--- src/rtl/vp_pair_packer_if.sv ---
// rtl/vp_pair_packer_if.sv - job, element stream and dual output bank signals of vp_pair_packer
interface vp_pair_packer_if #(
    parameter int LANES  = 3,
    parameter int DATA_W = 16,
    parameter int ADDR_W = 21,
    parameter int POS_W  = 9,
    parameter int W_LEN  = 6
);
    localparam int WL_W  = $clog2(W_LEN + 1);
    localparam int CNT_W = $clog2(LANES + 1);

    logic                      i_start;
    logic [WL_W-1:0]           i_w_len;
    logic [W_LEN*DATA_W-1:0]   i_w_data;
    logic                      i_in_valid;
    logic                      o_in_ready;
    logic [ADDR_W-1:0]         i_in_addr;
    logic [POS_W-1:0]          i_in_pos;
    logic [DATA_W-1:0]         i_in_ia;
    logic                      i_in_last;
    logic                      o_left_ready;
    logic                      i_left_ack;
    logic [CNT_W-1:0]          o_left_cnt;
    logic [LANES*ADDR_W-1:0]   o_left_addr;
    logic [LANES*DATA_W-1:0]   o_left_ia;
    logic [LANES*DATA_W-1:0]   o_left_w;
    logic                      o_right_ready;
    logic                      i_right_ack;
    logic [CNT_W-1:0]          o_right_cnt;
    logic [LANES*ADDR_W-1:0]   o_right_addr;
    logic [LANES*DATA_W-1:0]   o_right_ia;
    logic [LANES*DATA_W-1:0]   o_right_w;
    logic [15:0]               o_drop_cnt;
    logic                      o_done;

    modport master (
        output i_start, i_w_len, i_w_data,
        output i_in_valid, i_in_addr, i_in_pos, i_in_ia, i_in_last,
        output i_left_ack, i_right_ack,
        input  o_in_ready,
        input  o_left_ready, o_left_cnt, o_left_addr, o_left_ia, o_left_w,
        input  o_right_ready, o_right_cnt, o_right_addr, o_right_ia, o_right_w,
        input  o_drop_cnt, o_done
    );

    modport slave (
        input  i_start, i_w_len, i_w_data,
        input  i_in_valid, i_in_addr, i_in_pos, i_in_ia, i_in_last,
        input  i_left_ack, i_right_ack,
        output o_in_ready,
        output o_left_ready, o_left_cnt, o_left_addr, o_left_ia, o_left_w,
        output o_right_ready, o_right_cnt, o_right_addr, o_right_ia, o_right_w,
        output o_drop_cnt, o_done
    );
endinterface

--- src/rtl/vp_pair_packer.sv ---
// rtl/vp_pair_packer.sv - pairs sparse activations with weights, ping-pongs LANES-wide groups
// Optional feature macro: VPENC_ZERO_SKIP_EN drops pairs whose activation or weight is zero.
module vp_pair_packer #(
    parameter int LANES  = 3,
    parameter int DATA_W = 16,
    parameter int ADDR_W = 21,
    parameter int POS_W  = 9,
    parameter int W_LEN  = 6
) (
    input  logic            i_clk,
    input  logic            i_rst_n,
    vp_pair_packer_if.slave bus
);
    localparam int WL_W  = $clog2(W_LEN + 1);
    localparam int CNT_W = $clog2(LANES + 1);

    localparam logic [1:0] S_IDLE  = 2'd0;
    localparam logic [1:0] S_LOAD  = 2'd1;
    localparam logic [1:0] S_FILL  = 2'd2;
    localparam logic [1:0] S_DRAIN = 2'd3;

    logic [1:0]              state_q, state_d;
    logic                    fill_bank_q, fill_bank_d;
    logic [CNT_W-1:0]        lane_cnt_q, lane_cnt_d;
    logic [WL_W-1:0]         w_len_q, w_len_d;
    logic [DATA_W-1:0]       w_tab_q [W_LEN];
    logic [DATA_W-1:0]       w_tab_d [W_LEN];
    logic [15:0]             drop_cnt_q, drop_cnt_d;
    logic                    done_q, done_d;
    // Bank 0 is the left bank, bank 1 the right bank.
    logic [1:0]              bank_ready_q, bank_ready_d;
    logic [CNT_W-1:0]        bank_cnt_q  [2];
    logic [CNT_W-1:0]        bank_cnt_d  [2];
    logic [LANES*ADDR_W-1:0] bank_addr_q [2];
    logic [LANES*ADDR_W-1:0] bank_addr_d [2];
    logic [LANES*DATA_W-1:0] bank_ia_q   [2];
    logic [LANES*DATA_W-1:0] bank_ia_d   [2];
    logic [LANES*DATA_W-1:0] bank_w_q    [2];
    logic [LANES*DATA_W-1:0] bank_w_d    [2];

    logic              in_ready;
    logic              accept;
    logic              drop;
    logic [1:0]        ack;
    logic [DATA_W-1:0] w_sel;
    logic [CNT_W-1:0]  filled;

    assign in_ready = (state_q == S_FILL) && !bank_ready_q[fill_bank_q];
    assign accept   = bus.i_in_valid && in_ready;
    assign ack      = {bus.i_right_ack, bus.i_left_ack} & bank_ready_q;

    always_comb begin
        w_sel = '0;
        for (int k = 0; k < W_LEN; k++) begin
            if (bus.i_in_pos == POS_W'(k)) w_sel = w_tab_q[k];
        end
    end

`ifdef VPENC_ZERO_SKIP_EN
    assign drop = (32'(bus.i_in_pos) >= 32'(w_len_q)) || (bus.i_in_ia == '0) || (w_sel == '0);
`else
    assign drop = (32'(bus.i_in_pos) >= 32'(w_len_q));
`endif

    always_comb begin
        state_d      = state_q;
        fill_bank_d  = fill_bank_q;
        lane_cnt_d   = lane_cnt_q;
        w_len_d      = w_len_q;
        w_tab_d      = w_tab_q;
        drop_cnt_d   = drop_cnt_q;
        done_d       = 1'b0;
        bank_ready_d = bank_ready_q;
        bank_cnt_d   = bank_cnt_q;
        bank_addr_d  = bank_addr_q;
        bank_ia_d    = bank_ia_q;
        bank_w_d     = bank_w_q;
        filled       = lane_cnt_q;

        // A released bank is zeroed so a later partial group reads 0 in unfilled lanes.
        for (int b = 0; b < 2; b++) begin
            if (ack[b]) begin
                bank_ready_d[b] = 1'b0;
                bank_cnt_d[b]   = '0;
                bank_addr_d[b]  = '0;
                bank_ia_d[b]    = '0;
                bank_w_d[b]     = '0;
            end
        end

        case (state_q)
            S_IDLE: begin
                if (bus.i_start) begin
                    state_d = S_LOAD;
                    w_len_d = bus.i_w_len;
                    for (int k = 0; k < W_LEN; k++) w_tab_d[k] = bus.i_w_data[k*DATA_W +: DATA_W];
                end
            end
            S_LOAD: begin
                drop_cnt_d = '0;
                state_d    = S_FILL;
            end
            S_FILL: begin
                if (accept) begin
                    if (drop) begin
                        if (drop_cnt_q != 16'hFFFF) drop_cnt_d = drop_cnt_q + 16'd1;
                    end else begin
                        for (int l = 0; l < LANES; l++) begin
                            if (lane_cnt_q == CNT_W'(l)) begin
                                bank_addr_d[fill_bank_q][l*ADDR_W +: ADDR_W] = bus.i_in_addr;
                                bank_ia_d[fill_bank_q][l*DATA_W +: DATA_W]   = bus.i_in_ia;
                                bank_w_d[fill_bank_q][l*DATA_W +: DATA_W]    = w_sel;
                            end
                        end
                        filled = lane_cnt_q + CNT_W'(1);
                    end
                    if ((filled == CNT_W'(LANES)) || (bus.i_in_last && (filled != '0))) begin
                        bank_ready_d[fill_bank_q] = 1'b1;
                        bank_cnt_d[fill_bank_q]   = filled;
                        lane_cnt_d                = '0;
                        fill_bank_d               = ~fill_bank_q;
                    end else begin
                        lane_cnt_d = filled;
                    end
                    if (bus.i_in_last) state_d = S_DRAIN;
                end
            end
            S_DRAIN: begin
                if (bank_ready_q == 2'b00) begin
                    done_d  = 1'b1;
                    state_d = S_IDLE;
                end
            end
            default: state_d = S_IDLE;
        endcase
    end

    always_ff @(posedge i_clk or negedge i_rst_n) begin
        if (!i_rst_n) begin
            state_q      <= S_IDLE;
            fill_bank_q  <= 1'b0;
            lane_cnt_q   <= '0;
            w_len_q      <= '0;
            drop_cnt_q   <= '0;
            done_q       <= 1'b0;
            bank_ready_q <= 2'b00;
            for (int k = 0; k < W_LEN; k++) w_tab_q[k] <= '0;
            for (int b = 0; b < 2; b++) begin
                bank_cnt_q[b]  <= '0;
                bank_addr_q[b] <= '0;
                bank_ia_q[b]   <= '0;
                bank_w_q[b]    <= '0;
            end
        end else begin
            state_q      <= state_d;
            fill_bank_q  <= fill_bank_d;
            lane_cnt_q   <= lane_cnt_d;
            w_len_q      <= w_len_d;
            w_tab_q      <= w_tab_d;
            drop_cnt_q   <= drop_cnt_d;
            done_q       <= done_d;
            bank_ready_q <= bank_ready_d;
            bank_cnt_q   <= bank_cnt_d;
            bank_addr_q  <= bank_addr_d;
            bank_ia_q    <= bank_ia_d;
            bank_w_q     <= bank_w_d;
        end
    end

    assign bus.o_in_ready    = in_ready;
    assign bus.o_left_ready  = bank_ready_q[0];
    assign bus.o_left_cnt    = bank_cnt_q[0];
    assign bus.o_left_addr   = bank_ready_q[0] ? bank_addr_q[0] : '0;
    assign bus.o_left_ia     = bank_ready_q[0] ? bank_ia_q[0]   : '0;
    assign bus.o_left_w      = bank_ready_q[0] ? bank_w_q[0]    : '0;
    assign bus.o_right_ready = bank_ready_q[1];
    assign bus.o_right_cnt   = bank_cnt_q[1];
    assign bus.o_right_addr  = bank_ready_q[1] ? bank_addr_q[1] : '0;
    assign bus.o_right_ia    = bank_ready_q[1] ? bank_ia_q[1]   : '0;
    assign bus.o_right_w     = bank_ready_q[1] ? bank_w_q[1]    : '0;
    assign bus.o_drop_cnt    = drop_cnt_q;
    assign bus.o_done        = done_q;
endmodule
--- src/flat_wrapper.sv ---
// flat-port wrapper written by rule: the top's interface ports become plain ports
module vp_pair_packer_flat 
#(
    parameter int LANES  = 3,
    parameter int DATA_W = 16,
    parameter int ADDR_W = 21,
    parameter int POS_W  = 9,
    parameter int W_LEN  = 6
)
  (i_clk, i_rst_n, bus_i_start, bus_i_w_len, bus_i_w_data, bus_i_in_valid, bus_i_in_addr, bus_i_in_pos, bus_i_in_ia, bus_i_in_last, bus_i_left_ack, bus_i_right_ack, bus_o_in_ready, bus_o_left_ready, bus_o_left_cnt, bus_o_left_addr, bus_o_left_ia, bus_o_left_w, bus_o_right_ready, bus_o_right_cnt, bus_o_right_addr, bus_o_right_ia, bus_o_right_w, bus_o_drop_cnt, bus_o_done);
  vp_pair_packer_if #(.LANES(LANES), .DATA_W(DATA_W), .ADDR_W(ADDR_W), .POS_W(POS_W), .W_LEN(W_LEN)) bus_i ();
  input  logic i_clk;
  input  logic i_rst_n;
  input wire logic [$bits(bus_i.i_start)-1:0] bus_i_start;
  input wire logic [$bits(bus_i.i_w_len)-1:0] bus_i_w_len;
  input wire logic [$bits(bus_i.i_w_data)-1:0] bus_i_w_data;
  input wire logic [$bits(bus_i.i_in_valid)-1:0] bus_i_in_valid;
  input wire logic [$bits(bus_i.i_in_addr)-1:0] bus_i_in_addr;
  input wire logic [$bits(bus_i.i_in_pos)-1:0] bus_i_in_pos;
  input wire logic [$bits(bus_i.i_in_ia)-1:0] bus_i_in_ia;
  input wire logic [$bits(bus_i.i_in_last)-1:0] bus_i_in_last;
  input wire logic [$bits(bus_i.i_left_ack)-1:0] bus_i_left_ack;
  input wire logic [$bits(bus_i.i_right_ack)-1:0] bus_i_right_ack;
  output wire logic [$bits(bus_i.o_in_ready)-1:0] bus_o_in_ready;
  output wire logic [$bits(bus_i.o_left_ready)-1:0] bus_o_left_ready;
  output wire logic [$bits(bus_i.o_left_cnt)-1:0] bus_o_left_cnt;
  output wire logic [$bits(bus_i.o_left_addr)-1:0] bus_o_left_addr;
  output wire logic [$bits(bus_i.o_left_ia)-1:0] bus_o_left_ia;
  output wire logic [$bits(bus_i.o_left_w)-1:0] bus_o_left_w;
  output wire logic [$bits(bus_i.o_right_ready)-1:0] bus_o_right_ready;
  output wire logic [$bits(bus_i.o_right_cnt)-1:0] bus_o_right_cnt;
  output wire logic [$bits(bus_i.o_right_addr)-1:0] bus_o_right_addr;
  output wire logic [$bits(bus_i.o_right_ia)-1:0] bus_o_right_ia;
  output wire logic [$bits(bus_i.o_right_w)-1:0] bus_o_right_w;
  output wire logic [$bits(bus_i.o_drop_cnt)-1:0] bus_o_drop_cnt;
  output wire logic [$bits(bus_i.o_done)-1:0] bus_o_done;
  assign bus_i.i_start = bus_i_start;
  assign bus_i.i_w_len = bus_i_w_len;
  assign bus_i.i_w_data = bus_i_w_data;
  assign bus_i.i_in_valid = bus_i_in_valid;
  assign bus_i.i_in_addr = bus_i_in_addr;
  assign bus_i.i_in_pos = bus_i_in_pos;
  assign bus_i.i_in_ia = bus_i_in_ia;
  assign bus_i.i_in_last = bus_i_in_last;
  assign bus_i.i_left_ack = bus_i_left_ack;
  assign bus_i.i_right_ack = bus_i_right_ack;
  assign bus_o_in_ready = bus_i.o_in_ready;
  assign bus_o_left_ready = bus_i.o_left_ready;
  assign bus_o_left_cnt = bus_i.o_left_cnt;
  assign bus_o_left_addr = bus_i.o_left_addr;
  assign bus_o_left_ia = bus_i.o_left_ia;
  assign bus_o_left_w = bus_i.o_left_w;
  assign bus_o_right_ready = bus_i.o_right_ready;
  assign bus_o_right_cnt = bus_i.o_right_cnt;
  assign bus_o_right_addr = bus_i.o_right_addr;
  assign bus_o_right_ia = bus_i.o_right_ia;
  assign bus_o_right_w = bus_i.o_right_w;
  assign bus_o_drop_cnt = bus_i.o_drop_cnt;
  assign bus_o_done = bus_i.o_done;
  vp_pair_packer #(.LANES(LANES), .DATA_W(DATA_W), .ADDR_W(ADDR_W), .POS_W(POS_W), .W_LEN(W_LEN)) u_core (.i_clk(i_clk), .i_rst_n(i_rst_n), .bus(bus_i));
endmodule
--- config.mk ---
export PLATFORM = sky130hd
export DESIGN_NAME = vp_pair_packer_flat
export DESIGN_NICKNAME = d
export VERILOG_FILES = /design/src/rtl/vp_pair_packer_if.sv /design/src/rtl/vp_pair_packer.sv /design/src/flat_wrapper.sv
export SDC_FILE = /design/constraint.sdc
export NUM_CORES = 1
export LEC_CHECK = 0
export CAP_MARGIN = 20
export CELL_PAD_IN_SITES_DETAIL_PLACEMENT = 0
export CELL_PAD_IN_SITES_GLOBAL_PLACEMENT = 1
export CORE_MARGIN = 10
export CORE_UTILIZATION = 41
export DETAILED_ROUTE_END_ITERATION = 6
export GPL_TIMING_DRIVEN = 0
export PLACE_DENSITY = 0.94
export SLEW_MARGIN = 20
export SYNTH_ARGS = -nofsm -noshare
export SYNTH_HDL_FRONTEND = slang
export SYNTH_SLANG_ARGS = --single-unit
--- constraint.sdc ---
create_clock -name i_clk -period 4.12 [get_ports i_clk]
set_input_delay 0.824 -clock i_clk [delete_from_list [all_inputs] [get_ports i_clk]]
set_output_delay 0.824 -clock i_clk [all_outputs]
set_load 0.05 [all_outputs]
==> results.md, run 1 <==
- Final Instance Area: 0.0282 mm2
- Largest net degree at the start of global routing: 103
- Final HPWL DP: 61.4 mm
- Worst-Margin Slew: 1120 ps
- Total power: 11.7 mW
- Starting density of the core: 0.412
- Leak Pwr: 13.0 nW
- Iter 0 DRT Violations: 1412
- Clk slew on worst S/H paths: 60 ps
- Class of the worst hold path: input pin to async pin
- Final worst path period need: 3970 ps
- Commonest non-fill, non-tap cells in the layout: 490 x clkdlybuf4s50_1, 487 x nand2_1, 443 x dfrtp_1
- Detailed-route via count: 18.2k
- Max Cap Viol: 0
- Final Non-Filler Cells: 3414
- Max transition margin: 0.251
- Slowest cell delay on critical path: 830 ps
- Worst r2r dst: u_core.bank_addr_q[89]$_DFF_PN0_
- Die Wd: 244 um
- Final core occ: 0.565
- Fin. Hold Viols: 0
- Htree depth: 2
- Die Y-Extent: 244 um
- Overflow after GRT: 0
- Placed insts: 3327
- WL final: 79.9 mm
- Post-Synthesis Cells: 2158
- Root Buffer Master: clkbuf_16
- Largest fanout on the critical path: 12
- Slew Viols, Final: 0
- CP arrival: 3150 ps
- Synth area leaders: dfrtp_1 54%, and2_1 9.9%, nand2_1 8.9%
- # hold bufs at CTS: 0
- EDFF count, synth: 0
- Core outline area: 0.0500 mm2
- Sequential area share after synthesis: 0.541
- Routed vias/inst: 5.34
- Ys flop type: dfrtp_1
- Deepest clock path buffer count: 3
- CTS tree: done
- # rows: 82
- Setup Skew: 12.1 ps
- Synthesis Warnings: 0
- Worst Setup Slack post-DPL: -191 ps
- Synthesized area per cell: 9.55 um2
- Cells along the critical path: clkbuf_2 -> clkbuf_1 -> and2_1 -> clkdlybuf4s50_1
- Setup ws final: 146 ps
- Drt drc: 0
- Mapped Area: 0.0206 mm2
- DR WL/cell: 23.4 um
- Hold WS: 100 ps
- Gpl congestion: 0.971
- Antenna violations before repair: 3
- CP Launch Type: flop
- Crit path kind: flop to output port
- First-pass GRT wire length: 118 mm
- Crit-path slowest cell: clkdlybuf4s50_1
- CTS resizes: 3
- Share of the synthesized area in the top cell type: 0.541
- Num CTS Buffers: 48
- Post-route antenna net violation count: 0
- Distinct cells, synth: 48
- Crit path capture type: output port
- R2R Setup Slk: 1240 ps
- Total GRT Usage: 0.258
- Worst-skew pair later-pin latency: 590 ps
- Req. time, crit path: 3300 ps
- Synth Register Bits: 445
- Fin crit share: 0.965
- Area growth, synth to finish: 37.1%
- Fmax achieved: 252 MHz
- Setup Fix Bufs, Post-CTS: 0
- Die area: 0.0596 mm2
- Io pins: 494
- Worst R2R Path Depth: 10
- Layout cells sized above 1: 0.0949
- Pwr per Cell Area: 414 mW/mm2
- Unrepaired setup endpoints after global routing: no
- Nets@finish: 2867
- PortBufs: 491
- Cell Area, Placed: 0.0265 mm2
- DRT Pass-1 Iters: 7
- Worst vdd ir: 316 uV
- Outcome: finished, final reports clean
- Final setup viols: 0
- Vias in the first global route: 18.7k
- Reg-to-reg startpoint: u_core.w_len_q[1]$_DFFE_PN0P_
- Post-Route Setup TNS: 0 ps
- Clk sink count: 445
- Post-synthesis net count: 2322
- Leading cell type in the layout, fill and taps excluded: clkdlybuf4s50_1
- Fill count: 4349
- Ys async rst share: 1.00
- Yosys top cell by area: dfrtp_1
-- cell type report --
| class | instances | area [um2] | area share |
|---|---|---|---|
| multi-input combinational | 1533 | 8710 | 0.309 |
| timing repair buffer | 497 | 5060 | 0.179 |
| clock buffer | 65 | 1420 | 0.0502 |
| tap | 672 | 841 | 0.0298 |
| clock inverter | 22 | 313 | 0.0111 |
| sequential | 445 | 11100 | 0.394 |
| inverter | 14 | 52.6 | 0.00186 |
| antenna | 2 | 5.00 | 0.000177 |
| buffer | 164 | 696 | 0.0246 |
-- power breakdown --
group          internal, mW  total, mW  switching, mW  leakage (nW)
sequential             4.94       5.29          0.347          5.99
clock                  2.85       4.70           1.85         0.842
combinational         0.869       1.71          0.839          6.19
total                  8.66       11.7           3.04          13.0
-- sequential cells by signal (all words and copies together) (netlist names) --
| register | count |
|---|---|
| u_core.w_tab_q | 96 |
| u_core.fill_bank_q | 1 |
| u_core.state_q | 2 |
| u_core.w_len_q | 3 |
| u_core.bus.o_left_cnt | 2 |
| u_core.bus.o_drop_cnt | 16 |
| u_core.bus.o_done | 1 |
| u_core.bank_ready_q | 2 |
| u_core.lane_cnt_q | 2 |
| u_core.bank_ia_q | 96 |
| u_core.bank_w_q | 96 |
| u_core.bus.o_right_cnt | 2 |
| u_core.bank_addr_q | 126 |
-- worst max-delay path, delay by kind of cell, from the launching register on --
family | cells | cell delay (ps)
buffers and inverters | 3 | 1680
DFF | 1 | 580
and+or+nand+nor | 1 | 290
-- cell usage after synthesis, types with 5 or more instances --
library cell and instances:
nor2_1 22, buf_1 19, nand3_1 325, o2bb2ai_1 5, nand2_1 487, inv_1 14
buf_2 32, o2bb2ai_2 10, mux2_2 100, xnor2_1 12, ha_1 12, o21ai_1 9
mux2i_1 32, buf_4 10, nor3_1 5, and2_1 327, o22ai_1 19, clkbuf_1 105
nor4_1 10, o21ai_0 113, dfrtp_1 445
-- layer usage --
metal	GRT usage	share of wire	vias to the layer above
met1	0.313	0.39	8986
met5	0	0	-
li1	-	-	8244
met3	0.0695	0.090	153
met4	0.0833	0.033	0
met2	0.441	0.48	852
-- cell families after synthesis --
| group | count (synthesis) | share of synthesized area |
|---|---|---|
| adders and majority gates | 12 | 0.00729 |
| and+or+nand+nor | 1205 | 0.287 |
| muxes | 133 | 0.0713 |
| DFF | 445 | 0.541 |
| xor gates and xnor gates | 12 | 0.00510 |
| AOI/OAI and AO/OA | 171 | 0.0518 |
| buffers and inverters | 180 | 0.0366 |
-- worst max-delay path by stage --
stage                                          start                                to  slack [ps]  cells after the start
global route        u_core.bank_ready_q[0]$_DFF_PN0_                bus_o_left_addr[3]          30                      4
floorplan                            bus_i_in_pos[0]  u_core.bank_addr_q[84]$_DFF_PN0_         930                     12
CTS                 u_core.bank_ready_q[1]$_DFF_PN0_              bus_o_right_addr[38]           9                      4
global placement                             i_rst_n    u_core.w_tab_q[42]$_DFFE_PN0P_      -16850                      1
detailed placement                   bus_i_in_pos[0]  u_core.bank_addr_q[27]$_DFF_PN0_        -190                     12
finish              u_core.bank_ready_q[0]$_DFF_PN0_                bus_o_left_addr[1]         150                      4
(Power assumes the default switching activity.)
==> inputs of run 2 (changes only) <==
--- a/config.mk
+++ b/config.mk
@@ -13,6 +13,7 @@
 export DETAILED_ROUTE_END_ITERATION = 6
 export GPL_TIMING_DRIVEN = 0
 export PLACE_DENSITY = 0.94
+export SKIP_LAST_GASP = 1
 export SLEW_MARGIN = 20
 export SYNTH_ARGS = -nofsm -noshare
 export SYNTH_HDL_FRONTEND = slang
==> constraint.sdc (replaced) <==
create_clock -name i_clk -period 4.88 [get_ports i_clk]
set_input_delay 0.976 -clock i_clk [delete_from_list [all_inputs] [get_ports i_clk]]
set_output_delay 0.976 -clock i_clk [all_outputs]
set_load 0.05 [all_outputs]
==> results.md, run 2 (synthesis results as in run 1) <==
- Die Y-Extent: 244 um
- Clk sink count: 445
- Worst Setup Slack post-DPL: 417 ps
- DR WL/cell: 23.4 um
- Final setup viols: 0
- Placed insts: 3327
- # rows: 82
- Die Wd: 244 um
- Overflow after GRT: 0
- Deepest clock path buffer count: 3
- Final Instance Area: 0.0282 mm2
- Biggest register: u_core.bank_addr_q
- Worst R2R Path Depth: 10
- Largest net degree at the start of global routing: 103
- Fin. Hold Viols: 0
- Crit path kind: flop to output port
- Starting density of the core: 0.412
- Worst-Margin Slew: 1110 ps
- Leading cell type in the layout, fill and taps excluded: clkdlybuf4s50_1
- CP Launch Type: flop
- Fill count: 4346
- Root Buffer Master: clkbuf_16
- Area of the multi-input gates: 0.00871 mm2
- Routed vias/inst: 5.35
- Total power: 9.88 mW
- Final HPWL DP: 61.4 mm
- Antenna violations before repair: 3
- CTS resizes: 1
- DRT Pass-1 Iters: 5
- Req. time, crit path: 3900 ps
- Num CTS Buffers: 48
- Worst-skew pair later-pin latency: 590 ps
- Worst vdd ir: 267 uV
- Reg-to-reg startpoint: u_core.w_len_q[1]$_DFFE_PN0P_
- Max Cap Viol: 0
- Leak Pwr: 13.0 nW
- Fmax achieved: 217 MHz
- PortBufs: 491
- Total GRT Usage: 0.258
- Crit-path slowest cell: clkdlybuf4s50_1
- Post-route antenna net violation count: 0
- # hold bufs at CTS: 0
- Critical Path Most Common Cell: clkbuf_1
- WL final: 79.8 mm
- Crit path capture type: output port
- Iter 0 DRT Violations: 1354
- Setup Fix Bufs, Post-CTS: 0
- FF+latch area: 0.0111 mm2
- Hold WS: 253 ps
- Area growth, synth to finish: 37.1%
- Cells along the critical path: clkbuf_1 -> clkbuf_1 -> clkbuf_1 -> and2_1 -> clkdlybuf4s50_1
- Slew Viols, Final: 0
- Setup ws final: 265 ps
- Fin crit share: 0.946
- Final Non-Filler Cells: 3415
- CP arrival: 3640 ps
- Slowest cell delay on critical path: 850 ps
- Post-Route Setup TNS: 0 ps
- Cell Area, Placed: 0.0265 mm2
- Detailed-route via count: 18.3k
- Layout cells sized above 1: 0.0937
- Max transition margin: 0.259
- Outcome: finished, final reports clean
- Htree depth: 2
- Nets@finish: 2869
- Commonest non-fill, non-tap cells in the layout: 490 x clkdlybuf4s50_1, 487 x nand2_1, 445 x dfrtp_1
- Largest fanout on the critical path: 10
- Gpl congestion: 0.971
- Core outline area: 0.0500 mm2
- Drt drc: 0
- Vias in the first global route: 18.7k
- Die area: 0.0596 mm2
- CTS tree: done
- Worst r2r dst: u_core.bank_addr_q[89]$_DFF_PN0_
- First-pass GRT wire length: 118 mm
- Final worst path period need: 4620 ps
- Setup Skew: 12.3 ps
- Pwr per Cell Area: 350 mW/mm2
- Unrepaired setup endpoints after global routing: no
- Class of the worst hold path: input pin to async pin
- Buf/Inv on CP: 4
- R2R Setup Slk: 2000 ps
- Max reg flops: 126
- Io pins: 494
- Final core occ: 0.565
- Clk slew on worst S/H paths: 60 ps
- CP delay by family, top: buffers and inverters
[run 2: changes by cell type in the layout (fill, tap and decap cells not counted), sizes merged]
cell / before / now
clkbuf: 168 / 170
diode: 2 / 1
[run 2: power by group]
part           leakage (nW)  internal, mW  switching [mW]
Clock                 0.842          2.41            1.57
Combinational          6.19         0.734           0.710
Sequential             5.99          4.17           0.290
[run 2: worst reg2reg max path, stage by stage (launching register included)]
cell and delay [ps]:
dfrtp_1 350, inv_1 50, ha_1 260, o21ai_0 140, o211ai_4 420, nor4_4 70, nand2_1 460, clkbuf_1 440
buf_2 380, nand3_1 160, nand2_1 100
[run 2: worst max path at each step]
| stage | from | endpoint | slack (ps) | cells after the start |
|---|---|---|---|---|
| after floorplan | bus_i_in_pos[0] | u_core.bank_addr_q[84]$_DFF_PN0_ | 1530 | 12 |
| after global placement | i_rst_n | u_core.w_tab_q[42]$_DFFE_PN0P_ | -16240 | 1 |
| after detailed placement | bus_i_in_pos[0] | u_core.bank_addr_q[27]$_DFF_PN0_ | 420 | 12 |
| after CTS | u_core.bank_ready_q[1]$_DFF_PN0_ | bus_o_right_addr[38] | 190 | 5 |
| after global routing | u_core.bank_ready_q[1]$_DFF_PN0_ | bus_o_right_addr[42] | 100 | 5 |
| final | u_core.bank_ready_q[1]$_DFF_PN0_ | bus_o_right_addr[38] | 260 | 5 |
[run 2: cell type report]
| type | instances | area share |
|---|---|---|
| clock inverter | 22 | 0.0111 |
| sequential | 445 | 0.394 |
| clock buffer | 65 | 0.0502 |
| tap | 672 | 0.0298 |
| inverter | 14 | 0.00186 |
| multi-input combinational | 1533 | 0.309 |
| antenna | 1 | 0.0000886 |
| timing repair buffer | 497 | 0.179 |
| buffer | 166 | 0.0249 |
[run 2: per-layer routing]
| layer | GRT usage | up-vias | share of wire |
|---|---|---|---|
| met4 | 0.0838 | 0 | 0.032 |
| met5 | 0 | - | 0 |
| met2 | 0.441 | 845 | 0.49 |
| met3 | 0.0689 | 145 | 0.088 |
| met1 | 0.313 | 9015 | 0.39 |
| li1 | - | 8257 | - |
